`src/rtl/z80_bus_pkg.sv`:
```
// Shared definitions for the Z80 I/O bus master.
//   z80_phase_t     : bus phases, one per Z80 half-T-state plus IDLE
//   half_clocks()   : system clocks per Z80 half-T-state
//   strobe_phase()  : phases in which iorq_n and rd_n/wr_n are asserted
//   drive_phase()   : phases in which a write drives the data bus
package z80_bus_pkg;

  localparam int Z80_IO_TSTATES = 4;

  typedef enum logic [3:0] {
    IDLE,
    T1H,
    T1L,
    T2H,
    T2L,
    TWH,
    TWL,
    T3H,
    T3L
  } z80_phase_t;

  function automatic int half_clocks(input int clk_hz, input int z80_hz);
    return clk_hz / (2 * z80_hz);
  endfunction

  // Strobes fall at the start of T2 and rise at the start of T3L.
  function automatic logic strobe_phase(input z80_phase_t p);
    return (p == T2H) || (p == T2L) || (p == TWH) || (p == TWL) || (p == T3H);
  endfunction

  // Write data is on the bus from T1L until the end of T3L.
  function automatic logic drive_phase(input z80_phase_t p);
    return (p != IDLE) && (p != T1H);
  endfunction

endpackage

```
`src/rtl/z80_tstate_timer.sv`:
```
// Half-T-state prescaler.
//   clk, reset : system clock, synchronous active-high reset
//   restart    : start a fresh half-T-state on the next clock
//   phase_end  : high on the last clock of every half-T-state
// The counter reloads on every expiry, so consecutive half-T-states are
// exactly HALF clocks long with no accumulated drift.
module z80_tstate_timer #(
  parameter int HALF = 4
) (
  input  logic clk,
  input  logic reset,
  input  logic restart,
  output logic phase_end
);

  localparam int CW = (HALF > 1) ? $clog2(HALF) : 1;

  logic [CW-1:0] cnt;

  always_ff @(posedge clk) begin
    if (reset) begin
      cnt <= '0;
    end else if (restart || (cnt == '0)) begin
      cnt <= CW'(HALF - 1);
    end else begin
      cnt <= cnt - CW'(1);
    end
  end

  assign phase_end = (cnt == '0);

endmodule

```
`src/rtl/z80_io_initiator.sv`:
```
// Z80-style I/O bus master. Converts a valid/ready request stream into
// Z80 IN/OUT bus cycles (T1, T2, mandatory TW, optional extra TWs, T3).
//   clk, reset              : system clock, synchronous active-high reset
//   req_valid/req_ready     : request handshake, ready only while idle
//   req_write/addr/wdata    : OUT (1) or IN (0), port number, write data
//   rsp_valid               : one-clock pulse at the start of T3L
//   rsp_rdata               : read data, held between responses
//   rsp_timeout             : qualifies rsp_valid, cycle aborted on WAIT
//   A, iorq_n, rd_n, wr_n   : Z80 address bus and strobes
//   cd_out, cd_oe, cd_in    : data bus drive value, enable, sampled value
//   wait_n                  : Z80 WAIT, already synchronised to clk
// All bus outputs are registered from the next phase, so the strobes are
// glitch-free and line up exactly with phase boundaries.
module z80_io_initiator
  import z80_bus_pkg::*;
#(
  parameter int CLK_FREQ     = 27_000_000,
  parameter int Z80_FREQ     = 3_375_000,
  parameter int WAIT_TIMEOUT = 256
) (
  input  logic       clk,
  input  logic       reset,
  input  logic       req_valid,
  output logic       req_ready,
  input  logic       req_write,
  input  logic [7:0] req_addr,
  input  logic [7:0] req_wdata,
  output logic       rsp_valid,
  output logic [7:0] rsp_rdata,
  output logic       rsp_timeout,
  output logic [7:0] A,
  output logic       iorq_n,
  output logic       rd_n,
  output logic       wr_n,
  output logic [7:0] cd_out,
  output logic       cd_oe,
  input  logic [7:0] cd_in,
  input  logic       wait_n
);

  localparam int HALF = half_clocks(CLK_FREQ, Z80_FREQ);
  localparam int TW_W = (WAIT_TIMEOUT > 0) ? $clog2(WAIT_TIMEOUT + 1) : 1;

  z80_phase_t      state;
  z80_phase_t      next_state;
  logic            phase_end;
  logic            accept;
  logic            wr_sel;
  logic            more_wait;
  logic [TW_W-1:0] tw_cnt;
  logic            tw_inc;
  logic            tw_abort;

  assign accept = (state == IDLE) && req_ready && req_valid;

  z80_tstate_timer #(
    .HALF(HALF)
  ) u_timer (
    .clk      (clk),
    .reset    (reset),
    .restart  (accept),
    .phase_end(phase_end)
  );

  always_ff @(posedge clk) begin
    if (reset) begin
      state <= IDLE;
    end else begin
      state <= next_state;
    end
  end

  always_comb begin
    next_state = state;
    tw_inc     = 1'b0;
    tw_abort   = 1'b0;
    case (state)
      IDLE: if (accept) next_state = T1H;
      T1H:  if (phase_end) next_state = T1L;
      T1L:  if (phase_end) next_state = T2H;
      T2H:  if (phase_end) next_state = T2L;
      T2L:  if (phase_end) next_state = TWH;
      TWH: begin
        // wait_n is judged on the TW falling edge; once the number of extra
        // TW pairs already run reaches the limit, a still-low WAIT aborts.
        if (phase_end) begin
          if (!wait_n && (WAIT_TIMEOUT != 0) && (tw_cnt == TW_W'(WAIT_TIMEOUT))) begin
            next_state = T3L;
            tw_abort   = 1'b1;
          end else begin
            next_state = TWL;
          end
        end
      end
      TWL: begin
        if (phase_end) begin
          if (more_wait) begin
            next_state = TWH;
            tw_inc     = 1'b1;
          end else begin
            next_state = T3H;
          end
        end
      end
      T3H:     if (phase_end) next_state = T3L;
      T3L:     if (phase_end) next_state = IDLE;
      default: next_state = IDLE;
    endcase
  end

  // Wait bookkeeping: the mandatory TW is not counted, so the counter
  // advances only when another TWH is entered.
  always_ff @(posedge clk) begin
    if (reset) begin
      more_wait <= 1'b0;
      tw_cnt    <= '0;
    end else begin
      if (accept) begin
        tw_cnt <= '0;
      end else if (tw_inc && (tw_cnt != '1)) begin
        tw_cnt <= tw_cnt + TW_W'(1);
      end
      if ((state == TWH) && phase_end) begin
        more_wait <= ~wait_n;
      end
    end
  end

  // Bus and response registers, all driven from the phase being entered.
  always_ff @(posedge clk) begin
    if (reset) begin
      req_ready   <= 1'b0;
      A           <= '0;
      iorq_n      <= 1'b1;
      rd_n        <= 1'b1;
      wr_n        <= 1'b1;
      cd_out      <= '0;
      cd_oe       <= 1'b0;
      rsp_valid   <= 1'b0;
      rsp_rdata   <= '0;
      rsp_timeout <= 1'b0;
      wr_sel      <= 1'b0;
    end else begin
      req_ready <= (next_state == IDLE);
      if (accept) begin
        A      <= req_addr;
        wr_sel <= req_write;
        if (req_write) begin
          cd_out <= req_wdata;
        end
      end
      iorq_n      <= ~strobe_phase(next_state);
      rd_n        <= ~(strobe_phase(next_state) & ~wr_sel);
      wr_n        <= ~(strobe_phase(next_state) & wr_sel);
      cd_oe       <= wr_sel & drive_phase(next_state);
      rsp_valid   <= (next_state == T3L) && (state != T3L);
      rsp_timeout <= tw_abort;
      // Read data is taken on the last clock of T3H, just before the
      // strobes rise; an aborted cycle never passes through T3H.
      if ((state == T3H) && phase_end && !wr_sel) begin
        rsp_rdata <= cd_in;
      end
    end
  end

endmodule

```
`config.mk`:
```
export PLATFORM = sky130hd
export DESIGN_NAME = z80_io_initiator
export DESIGN_NICKNAME = d
export VERILOG_FILES = /design/src/rtl/z80_bus_pkg.sv /design/src/rtl/z80_tstate_timer.sv /design/src/rtl/z80_io_initiator.sv
export SDC_FILE = /design/constraint.sdc
export NUM_CORES = 1
export LEC_CHECK = 0
export ABC_AREA = 0
export CAP_MARGIN = 20
export CORE_MARGIN = 5
export CORE_UTILIZATION = 30
export DETAILED_ROUTE_END_ITERATION = 10
export DONT_BUFFER_PORTS = 1
export PLACE_DENSITY = 0.44
export RECOVER_POWER = 25
export SLEW_MARGIN = 25
export SYNTH_ARGS = -nofsm -noshare
export SYNTH_HDL_FRONTEND = slang
export SYNTH_SLANG_ARGS = --single-unit
```
`constraint.sdc`:
```
create_clock -name clk -period 2.6 [get_ports clk]
set_clock_uncertainty 0.05 [all_clocks]
set_input_delay 0.78 -clock clk [delete_from_list [all_inputs] [get_ports clk]]
set_output_delay 0.78 -clock clk [all_outputs]
set_load 0.03 [all_outputs]
```
* After elaboration in Yosys (flattened, before gate mapping)
Index checks and enable logic that the tools add are counted.
Word-level totals: register bits 48, bits in latches 0, RAM bits 0, memory bits (read-only) 0, output and inout bits 31, word-level logic and storage cells 85, memories kept 0
Cells by class: add/sub/neg operators 2, multipliers 0, divide/modulo/power cells 0, order comparisons 0, eq/ne operators 18, shift operators 0, multiplexer cells 17, bitwise operators 10, reduce and logical (&&, ||, !) cells 23
Operators with widths (count):
- $mux W4 | 10
- $pmux W4 S9 | 1
- $eq A4 B3 Y1 const B | 8
- $eq A4 B2 Y1 const B | 3
- $add A9 B1 Y9 const B | 1
- $eq A9 B9 Y1 const B | 1
- $logic_and A1 B1 Y1 | 9
- $ne A9 B9 Y1 const B | 1
- $eq A4 B4 Y1 const B | 2
- $logic_not A4 Y1 | 2
- $not A1 Y1 | 7
- $logic_or A1 B1 Y1 | 5
- $eq A4 B1 Y1 const B | 1
- $mux W1 | 4
- $mux W2 | 2
- $ne A4 B1 Y1 const B | 1
- $ne A4 B4 Y1 const B | 1
- $reduce_bool A4 Y1 | 1
- $and A1 B1 Y1 | 3
- $reduce_or A3 Y1 | 1
- $logic_not A1 Y1 | 2
- $logic_not A2 Y1 | 1
- $reduce_and A2 Y1 | 1
- $reduce_or A2 Y1 | 1
- $sub A2 B1 Y2 const B | 1

* Longest topological paths before layout
Gate-level depths: netlist of the first run.
depth in word-level cells 12, mapped depth 9, mapped depth without buffers 8

* Modules after synthesis
From an unflattened synthesis of the first run, not the netlist that was laid out.
Second synthesis, totals: cells, all modules 210, area, all modules 1971.9 sq um
By module, submodules not included:
- z80_io_initiator | times used 1, cells an instance 202, area each 1898.1 sq um, seq. area each 920.9 sq um
- z80_tstate_timer | times used 1, cells an instance 8, area each 73.8 sq um, seq. area each 40.0 sq um

* Worst setup path before layout of the first run
No wires, ideal clock.
path kind register to register, start point reg tw_cnt[0], end point reg tw_cnt[4], setup time 0.126 ns, data arrival time 1.743 ns, required time 2.424 ns, slack 0.681 ns, stages on the path, launching flop included 10, path buffers 1, period minus slack after synthesis 1.919 ns, cells stage by stage dfxtp_1 > ha_1 > and3_1 > and3_1 > ha_1 > and4b_1 > buf_2 > nand4_1 > xor2_1 > nor2_1
On the way: word-level cells in the longest chain between the ends 2, elaborated cells on any way between the ends 3
Ends and longest elaborated chain:
- start, declared | line z80_io_initiator.sv:50 | logic [TW_W-1:0] tw_cnt;
- start signal, assigned | line z80_io_initiator.sv:121 | tw_cnt <= tw_cnt + TW_W'(1);
- parallel branches: the longest is 2 deep, another holds $add A9 B1 Y9
Parallel ways; which one is timed is not known. A chain may end at the register's enable or synchronous reset.

* Worst setup path in the final report of the first run
start point reg tw_cnt[0], end point reg tw_cnt[7]
Same word-level chain as after synthesis.

==> metrics.cfg, run 1 <==
[global_route]
grt_pass1_wl_mm = 6.844
grt_max_degree = 38
grt_usage = 0.1017
antenna_found_initial = 0
first_global_vias = 1389
globalRouteOverflowTotal = 0

[cts]
clk_pin_slew_ns = 0.09
htree_levels = 2
cts_sinks = 48
cts_resized = 0
cts_root_buf = clkbuf_8
cts_buffer_depth = 2
cts_setup_buffers = 0
cts_tree = done
numCtsBuffers = 5
cts_hold_buf = 0
clk_latency_ns = 0.30

[yosys]
post_synth_num_cell_types = 33
yosys-top-cells-area = dfxtp_1 (50%), mux2i_1 (9.3%), nor2_1 (6.8%), nand2_1 (4.1%), a21oi_1 (3.9%)
synth-edff-count = 0
synth_flop_cell = dfxtp_1
synth_top_area_cell = dfxtp_1
yosysTopAreaCellShare = 0.4984
yosys_warnings = 0
syn_inst = 207
ys_seq_area_frac = 0.4984
synthArstFlopShare = 0
synth_seq_cells = 48
synth_fp_nets = 240
synth_area_um2 = 1928
avgSynthCellArea_um2 = 9.314

[sta]
fin_ws_ns = 0.4426
slew_viol_final = 0
layout_min_cycle_time_ns = 2.157
tns_ns = 0
finalHoldViolations = 0
worst_pin_slew_ns = 0.6186
fin_crit_sh = 0.8298
fmax_mhz = 463.5
slew_headroom = 0.5838
hold_slack_ns = 0.3798
finalSetupViolations = 0
rsz0062_at_grt = false

[critical_path]
worstRegToRegCells = 8
required_ns = 2.74
crit_fanout = 9
cp-end-kind = flop
arrival_ns = 2.30
r2r_end = tw_cnt[7]$_SDFFE_PP0P_
crit_type = flop to flop
worstSetupStartpointType = flop
r2r_start = tw_cnt[0]$_SDFFE_PP0P_
reg2reg_slack_ns = 0.44

[floorplanning]
fp.dieW_um = 90.17
core_um2 = 6314
row_count = 29
die_h_um = 90.17
start_util = 0.3054
die-area_um2 = 8131
io_pins = 60

[run]
max_cap_viol_count = 0

[hold_path]
hold_start = u_timer.cnt[0]$_SDFF_PP0_
holdPathStages = 1
holdPathEnd = u_timer.cnt[0]$_SDFF_PP0_
min_path_type = flop to flop

[placed_design]
gp_congestion = 0.7200
post-place-ws_ns = 0.4559
place_hpwl_mm = 2.815
port_buffers = 0
dpl.cell_count = 277

[finish]
fillers = 669
final_common_cell = dfxtp_1
seqCellArea_um2 = 960.9
nNetsFinal = 240
multi_input_area_um2 = 879.6
syn_to_final_growth_pct = 8.760
diodes = 0
layout_common_cells = dfxtp_1 (48), nor2_1 (35), nand2_1 (21)
layout-drive-gt1-share = 0.06731
finalNonFillerCells = 285

[power]
power_leakage_nw = 0.8245
power.total_w = 0.001627
p_per_area_nw_per_um2 = 775.7
peakVddDrop_v = 0.0003306

[drt]
num_vias = 1377
routed_wl_mm = 4.076
ant_nets = 0
routed_via_density = 4.832
drcViolationCount = 0
initialDrtViolationCount = 43
wl_per_cell_um = 14.30
first_pass_iters = 4

[outcome]
status = finished clean

power by group:
group,leakage [nW],internal [W],switching (W)
clock network,0.0548,0.000290,0.000268
registers,0.389,0.000781,0.000108
logic,0.381,0.0000786,0.000100
worst max path at each step:
stage | startpoint | to | slack, ns | depth (start not counted)
2_1_floorplan | tw_cnt[0]$_SDFFE_PP0P_ | tw_cnt[4]$_SDFFE_PP0P_ | 0.68 | 9
5_1_grt | tw_cnt[0]$_SDFFE_PP0P_ | tw_cnt[6]$_SDFFE_PP0P_ | 0.24 | 8
4_1_cts | tw_cnt[0]$_SDFFE_PP0P_ | tw_cnt[7]$_SDFFE_PP0P_ | 0.44 | 8
3_3_place_gp | tw_cnt[0]$_SDFFE_PP0P_ | tw_cnt[6]$_SDFFE_PP0P_ | 0.52 | 8
6_report | tw_cnt[0]$_SDFFE_PP0P_ | tw_cnt[7]$_SDFFE_PP0P_ | 0.44 | 8
3_5_place_dp | tw_cnt[0]$_SDFFE_PP0P_ | tw_cnt[7]$_SDFFE_PP0P_ | 0.46 | 8
state kept, by name, summed over array words and instances (netlist names):
name and cells:
cd_oe 1, rsp_timeout 1, req_ready 1, iorq_n 1, rsp_valid 1, u_timer.cnt 2
cd_out 8, rsp_rdata 8, tw_cnt 9, rd_n 1, more_wait 1, wr_sel 1
wr_n 1, state 4, A 8
worst max-delay path, cell delays in order, from the launching register on:
cell	delay, ns
dfxtp_1	0.35
ha_1	0.25
and3_1	0.19
and3_1	0.17
ha_1	0.18
and4b_1	0.49
nand4_1	0.16
xor2_1	0.16
nor2_1	0.05
metal layers:
metal | part of all wire | wire, um | vias to the layer above | global-route usage
li1 | - | - | 701 | -
met1 | 0.45 | 1828 | 629 | 0.1262
met2 | 0.48 | 1947 | 41 | 0.1604
met3 | 0.056 | 229 | 6 | 0.03339
met4 | 0.017 | 71 | 0 | 0.04467
met5 | 0 | 0 | - | 0
metrics by stage:
| step | util | area (um2) |
|---|---|---|
| 5_1_grt | 0.3321 | 2097 |
| 6_report | 0.3321 | 2097 |
| 3_5_place_dp | 0.3175 | 2004 |
| 4_1_cts | 0.3357 | 2120 |
| 3_3_place_gp | 0.3175 | 2004 |
| 2_1_floorplan | - | 1928 |
Yosys cell counts (2+ instances only):
cell,number
nand2b_1,2
and3_1,6
inv_1,6
ha_1,4
dfxtp_1,48
a211oi_1,2
mux2i_1,18
nand2_1,21
o21ai_0,3
nor3b_1,3
buf_2,5
nor3_1,3
a21oi_1,15
nand4_1,5
xor2_1,6
o32ai_1,2
nand4b_1,2
nor2_1,35
and4b_1,3
clkbuf_1,5
final cells by class:
class                           instances  share of cell area
Clock buffer                            5             0.03282
Clock inverter                          3             0.02208
Inverter                                6             0.01074
Multi-Input combinational cell        142              0.4195
Sequential cell                        48              0.4582
Tap cell                               77             0.04594
Timing Repair Buffer                    4             0.01074
cells by family (layout without fill, tap and decap cells):
| kind of cell | after synthesis | count (layout) | synth area share |
|---|---|---|---|
| AND/OR/NAND/NOR | 89 | 89 | 0.2369 |
| flip-flops | 48 | 48 | 0.4984 |
| AO/OA/AOI/OAI | 24 | 24 | 0.07333 |
| multiplexers | 18 | 18 | 0.09344 |
| buffers and inverters | 17 | 18 | 0.04023 |
| XOR/XNOR | 7 | 7 | 0.03180 |
| adder cells (fa/ha/maj) | 4 | 4 | 0.02596 |
Power figures use the tool's default switching activity.
==> inputs of run 2 (changes only) <==
Settings changed: PLACE_DENSITY 0.44 to 0.45.
Clock period 2.6 ns to 1.7 ns, I/O delays scaled along.
==> run 2 against run 1 <==
  * The run now ends with negative setup slack left
  * Worst setup slack got worse by 0.61 ns
  * Count of clock-buffer cells in the layout did not move
  * Highest routed layer unchanged
  * Clock power rose by 51%
  * Core utilization rose by 5.0 points
==> metrics.cfg, run 2 (synthesis results as in run 1) <==
[finish]
layout_common_cells = dfxtp_1 (45), nor2_1 (34), buf_4 (27)
regMostFlops = tw_cnt
layout-drive-gt1-share = 0.2532  ; +0.1859
syn_to_final_growth_pct = 25.11
nNetsFinal = 265  ; +10%
utilization = 0.3821  ; +0.04994
fillers = 662  ; -1.0%
finalNonFillerCells = 310  ; +8.8%
diodes = 0  ; unchanged
final_common_cell = dfxtp_1
finalInstanceArea_um2 = 2412  ; +15%
largest_reg_flops = 9  ; unchanged

[drt]
routed_wl_mm = 4.372  ; +7.3%
routed_via_density = 4.706  ; -2.6%
ant_nets = 0  ; unchanged
drcViolationCount = 0  ; unchanged
num_vias = 1459  ; +6.0%
initialDrtViolationCount = 49  ; +14%
first_pass_iters = 4  ; unchanged
wl_per_cell_um = 14.10  ; -1.4%

[cts]
clk_pin_slew_ns = 0.09  ; about the same
cts_root_buf = clkbuf_8
cts_hold_buf = 0  ; unchanged
clk_latency_ns = 0.30  ; about the same
htree_levels = 2  ; unchanged
cts_sinks = 48  ; unchanged
cts_buffer_depth = 2  ; unchanged
cts_tree = done
numCtsBuffers = 5  ; unchanged

[floorplanning]
start_util = 0.3054  ; unchanged
core_um2 = 6314  ; unchanged
io_pins = 60  ; unchanged
fp.dieW_um = 90.17  ; unchanged
die-area_um2 = 8131  ; unchanged
die_h_um = 90.17  ; unchanged
row_count = 29  ; unchanged

[critical_path]
worstSetupStartpointType = flop
critPathLaunch = tw_cnt[1]$_SDFFE_PP0P_
arrival_ns = 2.01  ; -0.29 ns
worstRegToRegCells = 9  ; +1
r2r_end = tw_cnt[7]$_SDFFE_PP0P_
reg2reg_slack_ns = -0.17  ; -0.61 ns
crit_type = flop to flop
cp-end-kind = flop
crit_fanout = 6  ; -3
required_ns = 1.84  ; -0.90 ns
r2r_start = tw_cnt[1]$_SDFFE_PP0P_

[outcome]
failed_checks = negative setup slack
status = finished with violations

[sta]
slew_viol_final = 0  ; unchanged
finalSetupViolations = 9  ; +9
fmax_mhz = 535.2  ; +15%
worst_pin_slew_ns = 0.3855  ; -0.2331 ns
fin_crit_sh = 1.099  ; +0.2694
layout_min_cycle_time_ns = 1.869  ; -0.2888 ns
fin_ws_ns = -0.1686  ; -0.6112 ns
tns_ns = -1.184  ; -1.184 ns
slew_headroom = 0.7430  ; +0.1592
rsz0062_at_grt = true
finalHoldViolations = 0  ; unchanged

[global_route]
globalRouteOverflowTotal = 0  ; unchanged
grt_usage = 0.1089  ; +0.007149
first_global_vias = 1447  ; +4.2%
grt_pass1_wl_mm = 7.196  ; +5.1%
grt_max_degree = 38  ; unchanged
antenna_found_initial = 0  ; unchanged

[placed_design]
gp_congestion = 0.7780  ; +8.1%
port_buffers = 0  ; unchanged
dpl.cell_count = 300  ; +8.3%
place_hpwl_mm = 3.095  ; +9.9%
placed_cell_area_um2 = 2195  ; +9.5%
post-place-ws_ns = -0.1685  ; -0.6244 ns

[power]
power_leakage_nw = 0.9662  ; +17%
p_per_area_nw_per_um2 = 1078  ; +39%
peakVddDrop_v = 0.0005494  ; +66%

[hold_path]
holdPathEnd = cd_out[0]$_SDFFE_PP0P_
hold_start = reset
holdPathStages = 1  ; unchanged
min_path_type = input port to flop

[run]
max_cap_viol_count = 0  ; unchanged

run 2: changes by cell type in the layout (fill, tap and decap cells not counted), moves of 3 or more:
cell     before  now
buf_4         2   27
ha_4          0    3
dfxtp_1      48   45
ha_1          4    0
run 2: final cells by class:
| cell class | instances | area [um2] | area share |
|---|---|---|---|
| Sequential cell | 48 | 967.2 | 0.4009 |
| Inverter | 6 | 22.52 | 0.009336 |
| Clock inverter | 3 | 47.55 | 0.01971 |
| Timing Repair Buffer | 29 | 225.2 | 0.09336 |
| Clock buffer | 5 | 68.82 | 0.02853 |
| Multi-Input combinational cell | 142 | 984.7 | 0.4082 |
| Tap cell | 77 | 96.34 | 0.03994 |
run 2: stage by stage:
stage,hold slack (ns),total power (W)
5_1_grt,0.1888,0.002759
4_1_cts,0.1967,0.002626
6_report,0.2166,0.002600
3_3_place_gp,0.3613,0.001760
3_5_place_dp,0.3653,0.001756
2_1_floorplan,0.3493,0.001620
run 2: power by group:
| part | internal (W) | leakage [nW] | switching, W |
|---|---|---|---|
| Sequential | 0.00119 | 0.391 | 0.000141 |
| Combinational | 0.000206 | 0.517 | 0.000217 |
| Clock | 0.000443 | 0.0583 | 0.000399 |
run 2: routing by layer:
| layer | global-route usage | routed length, um | up-vias |
|---|---|---|---|
| li1 | - | - | 756 |
| met1 | 0.1344 | 1945 | 660 |
| met2 | 0.1683 | 2108 | 36 |
| met3 | 0.04341 | 241 | 7 |
| met4 | 0.04467 | 77 | 0 |
| met5 | 0 | 0 | - |
run 2: worst max path at each step:
stage,to
6_report,tw_cnt[7]$_SDFFE_PP0P_
5_1_grt,tw_cnt[5]$_SDFFE_PP0P_
4_1_cts,tw_cnt[7]$_SDFFE_PP0P_
3_5_place_dp,tw_cnt[6]$_SDFFE_PP0P_
3_3_place_gp,tw_cnt[4]$_SDFFE_PP0P_
2_1_floorplan,tw_cnt[4]$_SDFFE_PP0P_
run 2: what timing repair did:
action	CTS	global route
buffers inserted	0	2
resized for setup	7	14
pin swaps	7	10
gates cloned	0	0
setup endpoints to repair	16	22
run 2: worst max-delay path, stage by stage, from the launching register on:
cell,delay [ns]
dfxtp_4,0.37
ha_4,0.16
and3_4,0.16
and3_4,0.17
ha_4,0.14
and4b_1,0.28
buf_6,0.13
nand4_1,0.08
xor2_1,0.15
nor2_1,0.05
